$ cat src/rtl/prog_fsm_pkg.sv
// Shared types and helpers for the programmable Moore machine.
// Covers config-select decoding, counter width and transition-table addressing.
package prog_fsm_pkg;

   typedef enum logic [1:0] {
      CFG_TRANS = 2'd0,
      CFG_OUT   = 2'd1,
      CFG_INIT  = 2'd2,
      CFG_RSVD  = 2'd3
   } cfg_sel_e;

   localparam int STEP_CNT_W = 16;

   // Transition entries are laid out as {state, sym}, so one state's row is contiguous.
   function automatic int transAddr(input int stateIdx, input int sym, input int inW);
      return (stateIdx << inW) | sym;
   endfunction

   function automatic logic stateLegal(input int stateIdx, input int numStates);
      return stateIdx < numStates;
   endfunction

endpackage

$ cat src/rtl/prog_fsm_table.sv
// Flop-based transition and output tables with one write port and two read ports.
// Reads are combinational, so a same-edge write is only seen from the next cycle.
module prog_fsm_table
   import prog_fsm_pkg::*;
#(
   parameter int NUM_STATES = 4,
   parameter int IN_W       = 2,
   parameter int OUT_W      = 1,
   parameter int SW         = 2
) (
   input  logic             clk,
   input  logic             reset,
   input  logic             transWe_i,
   input  logic [SW-1:0]    transWrState_i,
   input  logic [IN_W-1:0]  transWrSym_i,
   input  logic [SW-1:0]    transWrNext_i,
   input  logic             outWe_i,
   input  logic [SW-1:0]    outWrState_i,
   input  logic [OUT_W-1:0] outWrData_i,
   input  logic [SW-1:0]    rdState_i,
   input  logic [IN_W-1:0]  rdSym_i,
   output logic [SW-1:0]    rdNext_o,
   input  logic [SW-1:0]    outState_i,
   output logic [OUT_W-1:0] outData_o
);

   localparam int ADDR_W  = SW + IN_W;
   localparam int TRANS_N = 2 ** ADDR_W;
   localparam int STATE_N = 2 ** SW;

   logic [SW-1:0]    trans_q  [TRANS_N];
   logic [OUT_W-1:0] outTbl_q [STATE_N];
   logic [ADDR_W-1:0] wrAddr;
   logic [ADDR_W-1:0] rdAddr;

   assign wrAddr = ADDR_W'(transAddr(int'(transWrState_i), int'(transWrSym_i), IN_W));
   assign rdAddr = ADDR_W'(transAddr(int'(rdState_i), int'(rdSym_i), IN_W));

   // Reset turns every state into a pure self-loop with a zero output.
   always_ff @(posedge clk or posedge reset) begin
      if (reset) begin
         for (int i = 0; i < TRANS_N; i++) begin
            trans_q[i] <= SW'(i >> IN_W);
         end
         for (int i = 0; i < STATE_N; i++) begin
            outTbl_q[i] <= '0;
         end
      end else begin
         if (transWe_i) begin
            trans_q[wrAddr] <= transWrNext_i;
         end
         if (outWe_i) begin
            outTbl_q[outWrState_i] <= outWrData_i;
         end
      end
   end

   assign rdNext_o  = trans_q[rdAddr];
   assign outData_o = stateLegal(int'(outState_i), NUM_STATES) ? outTbl_q[outState_i] : '0;

endmodule

$ cat src/rtl/prog_moore_fsm.sv
// Table-driven programmable Moore machine: state, init register, step counter and config error.
// Define PROG_FSM_CFG_CHECK_EN to drop out-of-range config writes and raise a sticky cfg_err.
module prog_moore_fsm
   import prog_fsm_pkg::*;
#(
   parameter int  NUM_STATES = 4,
   parameter int  IN_W       = 2,
   parameter int  OUT_W      = 1,
   parameter int  INIT_STATE = 0,
   localparam int SW         = ($clog2(NUM_STATES) > 1) ? $clog2(NUM_STATES) : 1,
   localparam int WD         = (SW > OUT_W) ? SW : OUT_W
) (
   input  logic                  clk,
   input  logic                  reset,
   input  logic                  step,
   input  logic [IN_W-1:0]       sym_in,
   input  logic                  restart,
   input  logic                  cfg_we,
   input  logic [1:0]            cfg_sel,
   input  logic [SW+IN_W-1:0]    cfg_addr,
   input  logic [WD-1:0]         cfg_wdata,
   output logic [SW-1:0]         state,
   output logic [OUT_W-1:0]      out,
   output logic [STEP_CNT_W-1:0] step_cnt,
   output logic                  cfg_err
);

   cfg_sel_e             selE;
   logic [SW-1:0]        state_q, state_d;
   logic [SW-1:0]        init_q;
   logic [OUT_W-1:0]     out_q;
   logic [STEP_CNT_W-1:0] cnt_q;
   logic                 err_q;
   logic [SW-1:0]        transWrState;
   logic [SW-1:0]        outWrState;
   logic [SW-1:0]        transRd;
   logic [OUT_W-1:0]     outRd;
   logic                 transOk, outOk, initOk;
   logic                 transWe, outWe, initWe, badWr;

   assign selE         = cfg_sel_e'(cfg_sel);
   assign transWrState = cfg_addr[SW+IN_W-1:IN_W];
   assign outWrState   = cfg_addr[SW-1:0];

`ifdef PROG_FSM_CFG_CHECK_EN
   assign transOk = stateLegal(int'(transWrState), NUM_STATES) && stateLegal(int'(cfg_wdata), NUM_STATES);
   assign outOk   = stateLegal(int'(outWrState), NUM_STATES);
   assign initOk  = stateLegal(int'(cfg_wdata), NUM_STATES);
`else
   assign transOk = 1'b1;
   assign outOk   = 1'b1;
   assign initOk  = 1'b1;
`endif

   assign transWe = cfg_we && (selE == CFG_TRANS) && transOk;
   assign outWe   = cfg_we && (selE == CFG_OUT) && outOk;
   assign initWe  = cfg_we && (selE == CFG_INIT) && initOk;
   assign badWr   = cfg_we && (((selE == CFG_TRANS) && !transOk) ||
                               ((selE == CFG_OUT) && !outOk) ||
                               ((selE == CFG_INIT) && !initOk));

   prog_fsm_table #(
      .NUM_STATES (NUM_STATES),
      .IN_W       (IN_W),
      .OUT_W      (OUT_W),
      .SW         (SW)
   ) u_table (
      .clk            (clk),
      .reset          (reset),
      .transWe_i      (transWe),
      .transWrState_i (transWrState),
      .transWrSym_i   (cfg_addr[IN_W-1:0]),
      .transWrNext_i  (cfg_wdata[SW-1:0]),
      .outWe_i        (outWe),
      .outWrState_i   (outWrState),
      .outWrData_i    (cfg_wdata[OUT_W-1:0]),
      .rdState_i      (state_q),
      .rdSym_i        (sym_in),
      .rdNext_o       (transRd),
      .outState_i     (state_d),
      .outData_o      (outRd)
   );

   // An illegal current state has no valid row, so stepping out of it falls back to init.
   always_comb begin
      state_d = state_q;
      if (restart) begin
         state_d = init_q;
      end else if (step) begin
         state_d = stateLegal(int'(state_q), NUM_STATES) ? transRd : init_q;
      end
   end

   // The output is looked up with the next state, so it changes on the same edge as state.
   always_ff @(posedge clk or posedge reset) begin
      if (reset) begin
         state_q <= SW'(INIT_STATE);
         init_q  <= SW'(INIT_STATE);
         out_q   <= '0;
         cnt_q   <= '0;
         err_q   <= 1'b0;
      end else begin
         state_q <= state_d;
         out_q   <= outRd;
         if (restart) begin
            cnt_q <= '0;
            err_q <= 1'b0;
         end else begin
            if (step && (cnt_q != '1)) begin
               cnt_q <= cnt_q + 1'b1;
            end
            if (badWr) begin
               err_q <= 1'b1;
            end
         end
         if (initWe) begin
            init_q <= cfg_wdata[SW-1:0];
         end
      end
   end

   assign state    = state_q;
   assign out      = out_q;
   assign step_cnt = cnt_q;
   assign cfg_err  = err_q;

endmodule

$ cat config.mk
export PLATFORM = sky130hd
export DESIGN_NAME = prog_moore_fsm
export DESIGN_NICKNAME = d
export VERILOG_FILES = /design/src/rtl/prog_fsm_pkg.sv /design/src/rtl/prog_fsm_table.sv /design/src/rtl/prog_moore_fsm.sv
export SDC_FILE = /design/constraint.sdc
export NUM_CORES = 1
export LEC_CHECK = 0
export BUFFER_PORTS_ARGS = -buffer_cell sky130_fd_sc_hd__buf_4
export CAP_MARGIN = 5
export CORE_UTILIZATION = 30
export DETAILED_ROUTE_END_ITERATION = 12
export GPL_TIMING_DRIVEN = 1
export MAX_ROUTING_LAYER = met4
export PLACE_DENSITY_LB_ADDON = 0.05
export SLEW_MARGIN = 5
export SYNTH_ARGS = -nofsm -noshare
export SYNTH_HDL_FRONTEND = slang
export SYNTH_SLANG_ARGS = --single-unit
$ cat constraint.sdc
create_clock -name clk -period 1.9 [get_ports clk]
set_input_delay 0.095 -clock clk [delete_from_list [all_inputs] [get_ports clk]]
set_output_delay 0.095 -clock clk [all_outputs]
set_load 0.005 [all_outputs]
# [Yosys cells after proc, flatten, opt, wreduce, memory -nomap -nowiden]
# Index checks and enable logic that the tools add are counted.
[op_classes] reduce_logical=8 magnitude_cmp=6 bitwise_logic=6 muxes=16 addsub=1 n_eq_ne=3
[op_table] op="$bwmux W32" n=1
[op_table] op="$mux W16" n=2
[op_table] op="$add A16 B1 Y16 const B" n=1
[op_table] op="$ne A16 B16 Y1 const B" n=1
[op_table] op="$ge A5 B5 Y1 const B" n=2
[op_table] op="$mux W2" n=5
[op_table] op="$not A4 Y5" n=2
[op_table] op="$bmux W2 S4" n=1
[op_table] op="$demux W2 S4" n=1
[op_table] op="$or A4 B2 Y4" n=2
[op_table] op="$ge A3 B3 Y1 const B" n=2
[op_table] op="$logic_and A1 B1 Y1" n=6
[op_table] op="$not A2 Y3" n=2
[op_table] op="$lt A5 B1 Y1 const B" n=1
[op_table] op="$bwmux W4" n=1
[op_table] op="$lt A3 B1 Y1 const B" n=1
[op_table] op="$mux W1" n=3
[op_table] op="$bmux W1 S2" n=1
[op_table] op="$demux W1 S2" n=1
[op_table] op="$eq A2 B1 Y1 const B" n=1
[op_table] op="$eq A2 B2 Y1 const B" n=1
[op_table] op="$logic_not A2 Y1" n=1
[op_table] op="$reduce_bool A2 Y1" n=1
[totals] out_inout_bits=20 reg_bits=57 in_bits=15

# [Longest topological paths before layout]
# Gate-level depths: netlist (run 1).
[logic_depth] depth_word=11 mapped_depth=7

# [Hierarchy]
# From an unflattened synthesis (run 1), not the netlist that was laid out.
[unflattened] cells_unflattened=236 area_unflattened_um2=2917.8
[by_module_without_submodules] mod="prog_fsm_table" area_each_um2=1804.2 instances=1 cells_per_inst=126
[by_module_without_submodules] mod="prog_moore_fsm" area_each_um2=1113.6 instances=1 cells_per_inst=110

# [Worst setup path after synthesis (run 1)]
# Ideal clock, no wire load.
[synth_path] path_kind="register to register" from="register cnt_q[9], in the netlist step_cnt[9]" to="register cnt_q[8], in the netlist step_cnt[8]" path_buffers=1 path_slack_ps=79 path_stages_with_launch=8 arrival_ps=1744 cell_sequence="dfrtp_1 > and4_1 > and2_0 > clkbuf_1 > a21oi_2 > nand2_1 > or3_1 > a21oi_1"
[synth_via] elab_chain_cells=3
[synth_rtl] element="start: declaration" line_no="prog_moore_fsm.sv:32" text="logic [STEP_CNT_W-1:0] cnt_q;"
[synth_rtl] element="start signal: assignment" line_no="prog_moore_fsm.sv:110" text="cnt_q <= cnt_q + 1'b1;"
[synth_rtl] element="$ne A16 B16 Y1" line_no="prog_moore_fsm.sv:109" text="if (step && (cnt_q != '1)) begin"
[synth_rtl] element="$logic_and A1 B1 Y1" line_no="prog_moore_fsm.sv:109"
[synth_rtl] element="$reduce_bool A2 Y1 (no source line)"
# No other way between the ends.
# A chain may end at the register's enable or synchronous reset.

# [Worst setup path after layout (run 1)]
[layout_path] from="register u_table.trans_q[13] (netlist bit)" to="register out_q, in the netlist out"
[layout_via] elab_chain_cells=9
[layout_rtl] element="start: declaration" line_no="prog_fsm_table.sv:31" text="logic [SW-1:0] trans_q [TRANS_N];"
[layout_rtl] element="start signal: indexed assignment" line_no="prog_fsm_table.sv:43" text="trans_q[i] <= SW'(i >> IN_W);"
[layout_rtl] element="start signal: indexed assignment" line_no="prog_fsm_table.sv:50" text="trans_q[wrAddr] <= transWrNext_i;"
[layout_rtl] element="$bmux W2 S4" line_no="prog_fsm_table.sv:58" text="assign rdNext_o = trans_q[rdAddr];"
[layout_rtl] element="$mux W2 (implied by the code) (2 in a row)" line_no="prog_fsm_table.sv:58"
[layout_rtl] element="$mux W2" line_no="prog_moore_fsm.sv:89" text="end else if (step) begin"
[layout_rtl] element="$mux W2" line_no="prog_moore_fsm.sv:87" text="if (restart) begin"
[layout_rtl] element="$not A2 Y3 (implied by the code)" line_no="prog_fsm_table.sv:59" text="assign outData_o = stateLegal(int'(outState_i), NUM_STATES) ? outTbl_q[outState_i] : '0;"
[layout_rtl] element="$bmux W1 S2" line_no="prog_fsm_table.sv:59"
[layout_rtl] element="$mux W1 (implied by the code) (2 in a row)" line_no="prog_fsm_table.sv:59"
[layout_rtl] element="via outRd" line_no="prog_moore_fsm.sv:37" text="logic [OUT_W-1:0] outRd;"
[layout_rtl] element="end signal: assignment" line_no="prog_moore_fsm.sv:104" text="out_q <= outRd;"
[layout_rtl] element="end: declaration" line_no="prog_moore_fsm.sv:31" text="logic [OUT_W-1:0] out_q;"
# The timed path passes the listed nets, and every way through them passes these cells. The select of a mux whose other input is x is not followed.

==> out/results.ini, run 1 <==
[global_routing]
grt_pass1_vias=2079
grt_pass1_wl_microns=10870
antenna_found_initial=0
grt_start_max_net_pins=58
grt.total_usage=0.1529
grt-ovfl-total=0

[clocking]
clk_pin_slew_ps=70
clkLatencyLatePin_ps=330
cts_max_level=3
clock-root-buffer=clkbuf_8
clkSinkCount=57
clock_path_buffers=2
cts_tree=yes
cts_buffers=9

[routing]
remaining_drc_errors=0
drtIter0Drc=33
via_per_inst=4.786
drt.antenna.violating_nets=0
wl_per_cell_microns=16.23
wirelength_microns=6605
num_vias=1948
drt_pass1_iterations=4

[placement]
dp_hpwl_microns=4662
io_buffer_count=33
pre_cts_ws_ps=-68.56
gp_congestion=0.7367
numPlacedInstances=390

[synth]
avgSynthCellArea_sq_um=11.91
syn_area_sq_mm=0.002835
ys_warn_count=0
synth_ff_type=dfrtp_1
synthArstFlopShare=1.000
yosysSeqAreaShare=0.5102
synth-seq-cells=57
yosys.cell_types.count=43
synth_edf_count=0
synth_nets=254
synthCells=238

[timing]
period_share=0.9960
setup_viol_count_final=0
drv_slew=0
skew_ps=5.068
period_minus_slack_ps=1892
rsz0062_at_grt=yes
layout_setup_ws_ps=7.517
hold_viol=0
clock.fmax_mhz=528.4

[pwr]
power.total_uw=2942
leakage_uw=0.001577
irDropWorstVdd_mv=0.3058
powerDensity_mw_per_mm2=838.6

[worst_setup_path]
cp_common_cell=mux2i_1
critPathCaptureType=flip-flop
crit_chain=mux4_1, nor3_1, nor3_2, a211oi_4, mux2i_1, mux2i_1
critical_path_class=reg2reg
startpoint_type=flip-flop
reg2reg_to=out$_DFF_PP0_
critPathMaxFanout=3
timing.rr.start=u_table.trans_q[13]$_DFFE_PP1P_
r2r_cells=6
cp_slowest_cell=mux4_1
cp_slowest_stage_delay_ps=500
required_ps=2110
critPathArrivalTime_ps=2100
cp.buffers_inverters=0
crit_family=multiplexers
r2r_slack_ps=8

[floorplanning]
die_w_microns=99.22
die_h_microns=99.22
rows=35
start_util=0.3083
ios=35
design.core.area_sq_mm=0.009196
die_area_sq_mm=0.009844

[finish]
drive_above_1_share=0.4493
fin_cells=407
antenna_cells=0
area_delta_synth_final_pct=23.74
nNetsFinal=307
utilization=0.3815

[min_path]
min_from=restart
hold_path.class=in2reg
hold_path_depth=2
whs_endpoint=step_cnt[4]$_DFFE_PP0P_

[flow_run]
max_cap_viol_count=0

[run_status]
status=finished, final reports clean

[worst max-delay path by stage]
stage                                               start  depth (start not counted)                      end
after CTS                 u_table.trans_q[13]$_DFFE_PP1P_                          6            out$_DFF_PP0_
after global routing      u_table.trans_q[13]$_DFFE_PP1P_                          6            out$_DFF_PP0_
final                     u_table.trans_q[13]$_DFFE_PP1P_                          6            out$_DFF_PP0_
after global placement    u_table.trans_q[25]$_DFFE_PP0P_                          6            out$_DFF_PP0_
after floorplan                   step_cnt[9]$_DFFE_PP0P_                          7  step_cnt[8]$_DFFE_PP0P_
after detailed placement               state[0]$_DFF_PP0_                          6            out$_DFF_PP0_
[worst reg2reg max path: cells and delay by family (launching register included)]
family,cells,cell delay [ps]
compound gates,1,310
simple gates,2,270
flops,1,370
mux,3,810
[per-stage QoR]
| stage | setup TNS [ps] | hold slack [ps] | area [sq um] |
|---|---|---|---|
| 2_1_floorplan | 0 | 245.5 | 2835 |
| 3_3_place_gp | 0 | 192.7 | 3307 |
| 3_5_place_dp | -68.56 | 191.2 | 3307 |
| 4_1_cts | 0 | 103.8 | 3497 |
| 5_1_grt | -66.94 | 129.7 | 3508 |
| 6_report | 0 | 114.0 | 3508 |
[cells in the mapped netlist (2+ instances only)]
cell	instances	area, sq um
dfrtp_1	41	1026
nand3b_1	2	15.01
xor2_1	8	70.07
nand2b_1	3	18.77
or3_1	2	12.51
and4_1	3	26.28
nor2b_1	4	25.02
nor3_1	7	35.03
dfstp_2	16	420.4
nand3_1	7	35.03
xnor2_1	5	43.79
mux2i_1	8	80.08
nor2_1	27	101.4
clkbuf_1	6	22.52
nand2_1	19	71.32
mux4_1	3	78.83
a21oi_1	5	25.02
nand4_1	2	12.51
o21ai_0	3	15.01
mux4_2	3	67.56
mux2_2	38	427.9
inv_1	5	18.77
[final cells by class]
| cell class | count | area (sq um) |
|---|---|---|
| Inverter | 5 | 18.77 |
| Timing Repair Buffer | 52 | 405.4 |
| Tap cell | 111 | 138.9 |
| Sequential cell | 57 | 1448 |
| Clock buffer | 13 | 158.9 |
| Fill cell | 904 | 5688 |
| Multi-Input combinational cell | 166 | 1324 |
| Clock inverter | 3 | 15.01 |
[registers in the layout, summed over array words and instances (netlist names)]
name              cells
u_table.trans_q      32
u_table.outTbl_q      4
step_cnt             16
init_q                2
out                   1
state                 2
[layer usage]
metal	share of wire	vias up	GRT usage
li1	-	943	-
met1	0.47	965	0.1886
met4	0.0071	0	0.06109
met5	0	-	-
met3	0.037	5	0.04427
met2	0.49	35	0.2361
[cell families after synthesis]
logic type / after synthesis / share of synthesized area
simple gates: 84 / 0.1456
xor+xnor: 13 / 0.04016
buf+inv: 15 / 0.02869
mux: 52 / 0.2308
fa+ha+maj: 1 / 0.004412
other cells: 1 / 0.001323
compound gates: 15 / 0.03884
flops: 57 / 0.5101
[report_power, final]
part,switching [uW],internal [uW]
clock network,493,539
registers,91.4,1390
logic,186,244
[layout by cell type (no fill, tap or decap), types with 2 or more instances in the layout]
master	synthesis	routed
buf_4	1	50
dfrtp_1	41	40
mux2_2	38	38
nor2_1	27	27
nand2_1	19	19
dfstp_2	16	16
clkbuf_8	1	11
xor2_1	8	8
mux2i_1	8	8
nand3_1	7	7
nor3_1	7	6
a21oi_1	5	5
xnor2_1	5	5
nor2b_1	4	4
inv_1	5	4
nand2b_1	3	3
and4_1	3	3
o21ai_0	3	3
mux4_2	3	3
mux4_1	3	3
clkinv_2	0	3
nand3b_1	2	2
nor3_2	1	2
nand4_1	2	2
or3_1	2	2
clkbuf_1	6	2
[timing repair]
| item | in CTS | in global routing |
|---|---|---|
| hold endpoints to repair | 41 | 0 |
| hold buffers | 1 | 0 |
| pin swaps | 1 | 0 |
| buffers inserted | 0 | 0 |
| endpoints found under the setup margin | 1 | 4 |
| gates resized for setup | 2 | 3 |
(Power assumes the default switching activity.)
==> inputs of run 2 (changes only) <==
==> constraint.sdc (replaced) <==
create_clock -name clk -period 2.06 [get_ports clk]
set_input_delay 0.103 -clock clk [delete_from_list [all_inputs] [get_ports clk]]
set_output_delay 0.103 -clock clk [all_outputs]
set_load 0.005 [all_outputs]
==> out/results.ini, run 2 (same netlist as run 1, synthesis figures left out) <==
[clocking]
cts_tree=yes
clk_pin_slew_ps=70
post_cts_buffers=0
cts_buffers=9
cts_max_level=3
clkLatencyLatePin_ps=330
clock_path_buffers=2
clock-root-buffer=clkbuf_8
clkSinkCount=57

[timing]
clock.fmax_mhz=523.8
rsz0062_at_grt=no
worst_pin_slew_ps=578.0
period_share=0.9267
period_minus_slack_ps=1909
hold_viol=0
fin_tns_setup_ps=0
hold_ws_ps=124.6
skew_ps=9.964
layout_setup_ws_ps=151.0
relSlewSlack=0.6141
setup_viol_count_final=0
drv_slew=0

[finish]
nNetsFinal=297
layout_commonest_cell=dfrtp_1
final_area_sq_mm=0.003403
top_register=u_table.trans_q
largest_register_ffs=32
drive_above_1_share=0.4161
area_delta_synth_final_pct=20.04
antenna_cells=0
fillers=923
mostFrequentLayoutCells=41 x dfrtp_1, 40 x buf_4, 38 x mux2_2, 27 x nor2_1, 19 x nand2_1

[run_status]
status=finished, final reports clean

[floorplanning]
design.core.area_sq_mm=0.009196
die_w_microns=99.22
die_area_sq_mm=0.009844
ios=35
rows=35
die_h_microns=99.22
start_util=0.3083

[routing]
drt_pass1_iterations=4
via_per_inst=4.836
drt.antenna.violating_nets=0
num_vias=1920
wirelength_microns=6424
drtIter0Drc=92
wl_per_cell_microns=16.18
remaining_drc_errors=0

[global_routing]
grt_pass1_vias=2030
antenna_found_initial=0
grt_start_max_net_pins=34
grt_pass1_wl_microns=10920
grt.total_usage=0.1519
grt-ovfl-total=0

[min_path]
min_from=restart
hold_path.class=in2reg

[worst_setup_path]
timing.rr.start=u_table.trans_q[23]$_DFFE_PP0P_
startpoint=u_table.trans_q[23]$_DFFE_PP0P_
required_ps=2270
startpoint_type=flip-flop
critPathMaxFanout=3
critPathArrivalTime_ps=2120
critical_path_class=reg2reg
critPathCaptureType=flip-flop

[placement]
place_area_sq_mm=0.003232
dp_hpwl_microns=4661
pre_cts_ws_ps=55.99
gp_congestion=0.7163
io_buffer_count=33

[pwr]
p_clk_frac=0.330
p_seq_frac=0.525
combPwrFrac=0.145
irDropWorstVdd_mv=0.3102
powerDensity_mw_per_mm2=767.2
intPower_uw=1925
power_switching_uw=686.2
leakage_uw=0.001514
switching_share=0.2628
power.total_uw=2611

[flow_run]
max_cap_viol_count=0

run 2: cell count changes in the layout (fill, tap and decap cells not counted):
cell / previous run / this run
nor3b_1: 0 / 1
clkbuf_8: 11 / 9
clkinv_2: 3 / 4
dfrtp_2: 1 / 0
nor3_1: 6 / 7
nor3_2: 2 / 1
buf_4: 50 / 40
clkbuf_1: 2 / 3
dfrtp_1: 40 / 41
nor3b_2: 1 / 0
run 2: cell type report:
class | count | area (sq um) | area share
Sequential cell | 57 | 1446 | 0.4250
Multi-Input combinational cell | 166 | 1314 | 0.3860
Timing Repair Buffer | 42 | 330.3 | 0.09706
Tap cell | 111 | 138.9 | 0.04081
Clock buffer | 12 | 135.1 | 0.03971
Clock inverter | 4 | 20.02 | 0.005882
Inverter | 5 | 18.77 | 0.005515
run 2: final timing paths:
check	slack, ps	cells past startpoint	endpoint
worst max-delay path	150	6	out$_DFF_PP0_
worst min-delay path	120	2	step_cnt[14]$_DFFE_PP0P_
worst max register to register	150	6	out$_DFF_PP0_
worst min register to register	500	1	u_table.trans_q[26]$_DFFE_PP0P_
max in group asynchronous	1010	4	u_table.trans_q[3]$_DFFE_PP1P_
min in group asynchronous	390	3	step_cnt[6]$_DFFE_PP0P_
run 2: power by group through the flow:
stage / Sequential (uW) / Combinational [uW] / Clock (uW)
2_1_floorplan: 1350 / 267 / 0
5_1_grt: 1390 / 422 / 955
4_1_cts: 1370 / 386 / 912
3_3_place_gp: 1400 / 379 / 0
3_5_place_dp: 1390 / 383 / 0
6_report: 1370 / 380 / 860
run 2: what timing repair did:
| item | 4_1_cts | 5_1_grt |
|---|---|---|
| gates resized for setup | 0 | 2 |
| hold endpoints to repair | 22 | 0 |
| hold buffers | 1 | 0 |
| setup endpoints to repair | 0 | 1 |
run 2: critical path, cell delays in order, from the launching register on:
cell and delay (ps):
dfrtp_1 400, mux4_1 490, mux2i_1 140, nor4_1 90, a211oi_4 320, mux2i_1 240, mux2i_1 90
run 2: through the flow:
step                        util  instances
after floorplan                -        238
after global placement    0.3514        380
after detailed placement  0.3514        380
after CTS                 0.3694        397
after global routing      0.3701        397
final                     0.3701        397
run 2: layer usage:
metal | part of all wire | track usage | up-vias | routed length, microns
met2 | 0.47 | 0.2276 | 46 | 3031
met5 | 0 | - | - | 0
met1 | 0.47 | 0.1917 | 937 | 3002
li1 | - | - | 922 | -
met3 | 0.036 | 0.04568 | 15 | 234
met4 | 0.024 | 0.06222 | 0 | 156
